==> config.mk <==
export PLATFORM = sky130hd
export DESIGN_NAME = ram2x2_access_ctrl
export DESIGN_NICKNAME = d
export VERILOG_FILES = /design/src/rtl/ram_ctrl_pkg.sv /design/src/rtl/ram2x2_access_ctrl.sv
export SDC_FILE = /design/constraint.sdc
export NUM_CORES = 1
export LEC_CHECK = 0
export BUFFER_PORTS_ARGS = -buffer_cell sky130_fd_sc_hd__buf_2
export CORE_MARGIN = 5
export CORE_UTILIZATION = 44
export DETAILED_ROUTE_END_ITERATION = 8
export PLACE_DENSITY = 0.74
export SETUP_SLACK_MARGIN = 0.02
export SLEW_MARGIN = 20
export SYNTH_ARGS = -nofsm -noshare
export SYNTH_HDL_FRONTEND = slang
export SYNTH_SLANG_ARGS = --single-unit
==> constraint.sdc <==
create_clock -name clk -period 2.5 [get_ports clk]
set_clock_uncertainty 0.2 [all_clocks]
set_input_delay 0.125 -clock clk [delete_from_list [all_inputs] [get_ports clk]]
set_output_delay 0.125 -clock clk [all_outputs]
set_load 0.01 [all_outputs]
==> src/rtl/ram_ctrl_pkg.sv <==
// Shared types and defaults for the 2x2 register-file RAM access controller.
// Holds the controller FSM state encoding and default geometry / sweep value.
// No logic; imported by the controller and anything that instantiates it.
package ram_ctrl_pkg;

    // Default RAM geometry: 2-bit words, 1-bit address (2 rows).
    localparam int DEF_DATA_W = 2;
    localparam int DEF_ADDR_W = 1;

    // Word written to every row by the post-reset sweep.
    localparam logic [DEF_DATA_W-1:0] DEF_INIT_VALUE = 2'b00;

    // Controller FSM states. VERIFY is only reachable when write-verify is built.
    typedef enum logic [2:0] {
        INIT   = 3'd0,
        IDLE   = 3'd1,
        WRITE  = 3'd2,
        READ   = 3'd3,
        VERIFY = 3'd4,
        RESP   = 3'd5
    } state_e;

    // Number of rows for a given address width.
    function automatic int rows_for(input int addr_w);
        return 1 << addr_w;
    endfunction

endpackage

==> src/rtl/ram2x2_access_ctrl.sv <==
// Initiator-side controller for the 2x2 dual-read RAM; sweeps rows after reset, then serves host requests.
// Latency: request accepted in cycle N -> rsp_valid in cycle N+2 (N+3 for writes with verify); one request per 3+ cycles.
// Backpressure: req_ready only in IDLE; response held stable in RESP until rsp_ready. Optional macro RAM_CTRL_WRITE_VERIFY_EN.
module ram2x2_access_ctrl
    import ram_ctrl_pkg::*;
#(
    parameter int                 DATA_W     = DEF_DATA_W,
    parameter int                 ADDR_W     = DEF_ADDR_W,
    parameter logic [DATA_W-1:0]  INIT_VALUE = DATA_W'(DEF_INIT_VALUE)
) (
    input  logic              clk,
    input  logic              reset,

    input  logic              req_valid,
    output logic              req_ready,
    input  logic              req_write,
    input  logic [ADDR_W-1:0] req_addr,
    input  logic [ADDR_W-1:0] req_addr_b,
    input  logic [DATA_W-1:0] req_wdata,

    output logic              rsp_valid,
    input  logic              rsp_ready,
    output logic              rsp_write,
    output logic [DATA_W-1:0] rsp_rdata_1,
    output logic [DATA_W-1:0] rsp_rdata_2,
    output logic              rsp_err,

    output logic              busy,

    output logic [DATA_W-1:0] ram_write_data,
    output logic [ADDR_W-1:0] ram_write_address,
    output logic              ram_write_enable,
    output logic [ADDR_W-1:0] ram_read_address_1,
    output logic [ADDR_W-1:0] ram_read_address_2,
    input  logic [DATA_W-1:0] ram_read_data_1,
    input  logic [DATA_W-1:0] ram_read_data_2
);

    localparam int                DEPTH    = rows_for(ADDR_W);
    localparam logic [ADDR_W-1:0] LAST_ROW = ADDR_W'(DEPTH - 1);

    state_e            state_q, state_d;
    logic [ADDR_W-1:0] init_ptr_q, init_ptr_d;

    // Request capture registers, loaded on the IDLE handshake.
    logic [ADDR_W-1:0] addr_q;
    logic [ADDR_W-1:0] addr_b_q;
    logic [DATA_W-1:0] wdata_q;

    // Read addresses keep their last driven value outside READ/VERIFY.
    logic [ADDR_W-1:0] rd_addr_1_q;
    logic [ADDR_W-1:0] rd_addr_2_q;

    // Response registers, stable for the whole RESP state.
    logic              rsp_write_q;
    logic [DATA_W-1:0] rsp_rdata_1_q;
    logic [DATA_W-1:0] rsp_rdata_2_q;

    logic              accept;
    assign accept = req_valid && req_ready;

    // State and sweep-pointer register.
    always_ff @(posedge clk) begin
        if (reset) begin
            state_q    <= INIT;
            init_ptr_q <= '0;
        end else begin
            state_q    <= state_d;
            init_ptr_q <= init_ptr_d;
        end
    end

    // Next-state logic: sweep, accept, one-cycle RAM access, then hold response.
    always_comb begin
        state_d    = state_q;
        init_ptr_d = init_ptr_q;
        case (state_q)
            INIT: begin
                init_ptr_d = init_ptr_q + ADDR_W'(1);
                if (init_ptr_q == LAST_ROW) begin
                    state_d = IDLE;
                end
            end
            IDLE: begin
                if (req_valid) begin
                    state_d = req_write ? WRITE : READ;
                end
            end
            WRITE: begin
`ifdef RAM_CTRL_WRITE_VERIFY_EN
                state_d = VERIFY;
`else
                state_d = RESP;
`endif
            end
            READ: begin
                state_d = RESP;
            end
`ifdef RAM_CTRL_WRITE_VERIFY_EN
            VERIFY: begin
                state_d = RESP;
            end
`endif
            RESP: begin
                if (rsp_ready) begin
                    state_d = IDLE;
                end
            end
            default: begin
                state_d = INIT;
            end
        endcase
    end

    // Capture the request fields on the accept handshake.
    always_ff @(posedge clk) begin
        if (reset) begin
            addr_q   <= '0;
            addr_b_q <= '0;
            wdata_q  <= '0;
        end else if (accept) begin
            addr_q   <= req_addr;
            addr_b_q <= req_addr_b;
            wdata_q  <= req_wdata;
        end
    end

    // Remember the read addresses last presented to the RAM.
    always_ff @(posedge clk) begin
        if (reset) begin
            rd_addr_1_q <= '0;
            rd_addr_2_q <= '0;
        end else if (state_q == READ) begin
            rd_addr_1_q <= addr_q;
            rd_addr_2_q <= addr_b_q;
        end else if (state_q == VERIFY) begin
            rd_addr_2_q <= addr_q;
        end
    end

    // Build the response: write acks carry zero data, reads sample the RAM.
    always_ff @(posedge clk) begin
        if (reset) begin
            rsp_write_q   <= 1'b0;
            rsp_rdata_1_q <= '0;
            rsp_rdata_2_q <= '0;
        end else if (state_q == WRITE) begin
            rsp_write_q   <= 1'b1;
            rsp_rdata_1_q <= '0;
            rsp_rdata_2_q <= '0;
        end else if (state_q == READ) begin
            rsp_write_q   <= 1'b0;
            rsp_rdata_1_q <= ram_read_data_1;
            rsp_rdata_2_q <= ram_read_data_2;
        end
    end

`ifdef RAM_CTRL_WRITE_VERIFY_EN
    logic rsp_err_q;

    // Read back the row just written on port 2 and flag any difference.
    always_ff @(posedge clk) begin
        if (reset) begin
            rsp_err_q <= 1'b0;
        end else if (state_q == WRITE || state_q == READ) begin
            rsp_err_q <= 1'b0;
        end else if (state_q == VERIFY) begin
            rsp_err_q <= (ram_read_data_2 != wdata_q);
        end
    end

    assign rsp_err = rsp_err_q;
`else
    assign rsp_err = 1'b0;
`endif

    // Decode host handshake and RAM port drives from registered state.
    always_comb begin
        req_ready          = (state_q == IDLE);
        rsp_valid          = (state_q == RESP);
        busy               = (state_q != IDLE);
        rsp_write          = rsp_write_q;
        rsp_rdata_1        = rsp_rdata_1_q;
        rsp_rdata_2        = rsp_rdata_2_q;
        ram_write_enable   = 1'b0;
        ram_write_address  = addr_q;
        ram_write_data     = wdata_q;
        ram_read_address_1 = rd_addr_1_q;
        ram_read_address_2 = rd_addr_2_q;
        case (state_q)
            INIT: begin
                ram_write_enable  = !reset;
                ram_write_address = init_ptr_q;
                ram_write_data    = INIT_VALUE;
            end
            WRITE: begin
                ram_write_enable  = !reset;
            end
            READ: begin
                ram_read_address_1 = addr_q;
                ram_read_address_2 = addr_b_q;
            end
            VERIFY: begin
                ram_read_address_2 = addr_q;
            end
            default: begin
            end
        endcase
    end

endmodule
Word level (Yosys, flattened, before mapping)
Cells that the tools add are included. Widths: inputs -> output; s select.

Output and inout port bits: 15. Logic and storage cells: 43. Register bits after elaboration: 15. Bits of input ports: 13.

Multiplexer cells: 14. Add/sub/neg operators: 1. Reductions and logical operators: 9. Equal/unequal tests: 9.

Operators by type and width (number): $pmux 3 s4 (1); $mux 3 (3); $mux 1 (8); $eq 3x2->1 const B (2); $eq 3x3->1 const B (2); $reduce_or 2->1 (3); $ne 2x2->1 const B (2); $reduce_bool 2->1 (2); $eq 3x1->1 const B (1); $logic_not 3->1 (1); $ne 3x1->1 const B (1); $reduce_and 3->1 (1); $mux 2 (1); $ne 2x1->1 const B (1); $pmux 1 s2 (1); $add 1x1->1 const B (1); $logic_and 1x1->1 (1); $logic_not 1->1 (1).

Longest topological paths before layout
Depth in word-level cells: 3. Depth in mapped cells: 4. Gate-level depth less buffers: 3.

Least setup slack after synthesis
Ideal clock, no wire load.

Kind: register to output. From: register state_q[0]. To: output busy. Cell stages (with the launch flop): 5. Buffers on the path: 1. Data arrival time: 1.075 ns. Data required time: 2.175 ns. Path slack: 1.100 ns. Cells stage by stage: dfxtp_1 -> buf_2 -> and2b_1 -> nor2b_1 -> inv_1.

Longest elaborated chain between the ends: 1.

Ends and longest elaborated chain: from (decl) (RTL line ram2x2_access_ctrl.sv:42) `state_e state_q, state_d;`; from (signal assigned) (RTL line ram2x2_access_ctrl.sv:68) `state_q <= state_d;`; $ne 3x1->1 (RTL line ram2x2_access_ctrl.sv:181) `busy = (state_q != IDLE);`; to (decl) (RTL line ram2x2_access_ctrl.sv:28) `output logic busy,`.

No other way between the ends.

Final worst setup path
From: register state_q[0]. To: register addr_b_q.

Longest elaborated chain between the ends: 2.

Ends and longest elaborated chain: $eq 3x1->1 (RTL line ram2x2_access_ctrl.sv:179) `req_ready = (state_q == IDLE);`; $logic_and 1x1->1 (RTL line ram2x2_access_ctrl.sv:60) `assign accept = req_valid && req_ready;`; to (signal assigned) (RTL line ram2x2_access_ctrl.sv:123) `addr_b_q <= req_addr_b;`; to (decl) (RTL line ram2x2_access_ctrl.sv:47) `logic [ADDR_W-1:0] addr_b_q;`.

No other way between the ends. A chain may end at the register's enable or synchronous reset.

==> flow_summary.json <==
{
  "synthTopCellsByCount": "15 x dfxtp_1, 7 x a21oi_1, 6 x nand2_1, 6 x nor2_1, 6 x nor2b_1",
  "nFillCells": 129,
  "gp_congestion": 0.772,
  "grt_pass1_wl_microns": 2660,
  "max_freq_ghz": 0.460,
  "yosys_warnings": 0,
  "worst_setup_path_start_kind": "flip-flop",
  "antennaDiodeCount": 0,
  "syn_inst": 75,
  "rsz0062_at_grt": "no",
  "synth_seq_cells": 15,
  "cpPeakStageDelay_ps": 600,
  "synth_top_area_frac": 0.442,
  "clk_pin_slew_ps": 90,
  "crit_required_ps": 2480,
  "path_delay_family": "buffers and inverters",
  "grt_max_degree": 17,
  "ys_seq_area_frac": 0.442,
  "grt_overflow_total": 0,
  "peakVddDrop_uv": 394,
  "wl_per_cell_microns": 11.6,
  "viasPerCell": 5.01,
  "end_kind": "flip-flop",
  "num_rows": 14,
  "drive_gt1_frac": 0.316,
  "cp.depth": 5,
  "dieHeight_microns": 49.3,
  "async_flop_share": 0,
  "worstHoldPathType": "in -> reg",
  "worstPathCellList": "nor4bb_1 -> buf_4 -> mux2i_1 -> nor2_1 -> dlygate4sd3_1",
  "critPathBufInv": 2,
  "min-delay-start": "req_valid",
  "drc": 0,
  "cts-root-buf": "clkbuf_4",
  "r2r-end": "addr_b_q$_SDFFE_PP0P_",
  "setup_viol_count_final": 0,
  "crit_path_end": "addr_b_q$_SDFFE_PP0P_",
  "cts_resized": 0,
  "start_util": 0.456,
  "detail_route.first_pass.iterations": 4,
  "vias": 651,
  "synth.avg_cell_area_sq_um": 9.06,
  "synth-main-ff-cell": "dfxtp_1",
  "timing.rr.start": "state_q[0]$_SDFFE_PP0P_",
  "min_period_over_period": 0.870,
  "grt_pass1_vias": 590,
  "clkLatencyLatePin_ps": 280,
  "portBuffers": 26,
  "final.setup.tns_ps": 0,
  "dp_hpwl_microns": 1020,
  "status": "finished clean",
  "cp-startpoint": "state_q[0]$_SDFFE_PP0P_",
  "area_delta_synth_final_pct": 41.8,
  "r2r_cells": 5,
  "ctsHtreeMaxLevel": 1,
  "track_usage": 0.137,
  "hold_viol_final": 0,
  "post-cts-setup-buffers": 0,
  "die_w_microns": 49.3,
  "synthMostInstantiatedCell": "dfxtp_1",
  "power.leakage_nw": 0.437,
  "path_max_fanout": 13,
  "drt_iter0_markers": 9,
  "cap_violations": 0,
  "cts_buffer_depth": 2,
  "coreArea_sq_um": 1490,
  "antenna_found_initial": 0,
  "cts_tree": "yes",
  "nets": 128,
  "period_needed_ps": 2180,
  "critPathKind": "reg -> reg",
  "slowest_stage": "dfxtp_1",
  "yosysTopAreaCell": "dfxtp_1",
  "synth.area.top_cells": "dfxtp_1 44%, mux2i_1 5.9%, nor2b_1 5.5%",
  "numCtsBuffers": 3,
  "syn-num-nets": 88,
  "cts.sinks": 15,
  "drt_wl_total_microns": 1500,
  "r2r_setup_slack_ps": 320,
  "pre_cts_slack_ps": 892,
  "final_antenna_net_count": 0,
  "maxSlewViolCount": 0,
  "yosysUniqueCellTypes": 28,
  "synth_edf_count": 0,
  "cp.arrival_ps": 2160,
  "synth.cell_area_sq_um": 679,
  "die_area_sq_um": 2430,
  "ctsHoldBuffers": 13,
  "power_density_nw_per_um2": 658,
  "ioPinCount": 28,
  "worst_slack_ps": 324
}
==> how the worst min path moves through the flow <==
stage                                          end  slack, ps  cells past startpoint
after CTS                  state_q[0]$_SDFFE_PP0P_         20                      4
after global routing       state_q[0]$_SDFFE_PP0P_        110                      4
after global placement     wdata_q[0]$_SDFFE_PP0P_        160                      3
final                      state_q[0]$_SDFFE_PP0P_         20                      4
after floorplan           rd_addr_2_q$_SDFFE_PP0P_         -6                      1
after detailed placement     addr_b_q$_SDFFE_PP0P_        170                      3
==> power breakdown <==
part	internal (mW)	switching [mW]
logic	0.106	0.0859
clock network	0.0594	0.0768
registers	0.266	0.0406
total	0.431	0.203
==> cell usage in the layout (no fill, tap or decap), types with 3 or more instances in the layout <==
cell            n
buf_2          26
nand3_1         4
nor2b_1         6
nand2_1         6
clkbuf_4        3
a21oi_1         7
dlygate4sd3_1  13
dfxtp_1        15
nor2_1          6
mux2i_1         4
==> registers in the layout, summed over array words and instances, names as in the netlist <==
name / count
wdata_q: 2
init_ptr_q: 1
addr_q: 1
rsp_write: 1
addr_b_q: 1
rsp_rdata_2: 2
rd_addr_2_q: 1
rsp_rdata_1: 2
state_q: 3
rd_addr_1_q: 1
==> kinds of logic after synthesis <==
kind of cell | Yosys count | synth area share
AND/OR/NAND/NOR | 34 | 0.295
flip-flops | 15 | 0.442
AO/OA/AOI/OAI | 12 | 0.0958
multiplexers | 6 | 0.0976
buffers and inverters | 6 | 0.0515
XOR/XNOR | 1 | 0.0129
other | 1 | 0.00552
==> layout make-up <==
class,instances,area [sq um],share of cell area
repair buffers,40,268,0.278
inverters,1,3.75,0.00390
clock inverters,1,5.00,0.00519
multi-input cells,54,344,0.357
well taps,16,20.0,0.0208
clock buffers,3,22.5,0.0234
flip-flops and latches,15,300,0.312
==> worst register-to-register path, stage by stage (launching register included) <==
cell and delay (ps):
dfxtp_1 600, nor4bb_1 300, buf_4 210, mux2i_1 180
nor2_1 50, dlygate4sd3_1 550
==> per-layer routing <==
metal / vias to the layer above / GRT usage / share of wire
met1: 292 / 0.166 / 0.43
met3: 5 / 0.0489 / 0.085
li1: 332 / - / -
met5: - / 0 / 0
met4: 0 / 0.0673 / 0.019
met2: 22 / 0.210 / 0.47
==> stage by stage <==
stage	std cells	hold slack, ps	utilization	instance area, sq um	power (mW)
finish	130	19.3	0.647	963	0.634
global route	130	112	0.647	963	0.686
CTS	130	18.1	0.647	963	0.639
detailed placement	113	175	0.541	806	0.488
global placement	113	159	0.541	806	0.484
floorplan	75	-5.93	-	679	0.436
Power figures use the tool's default switching activity.
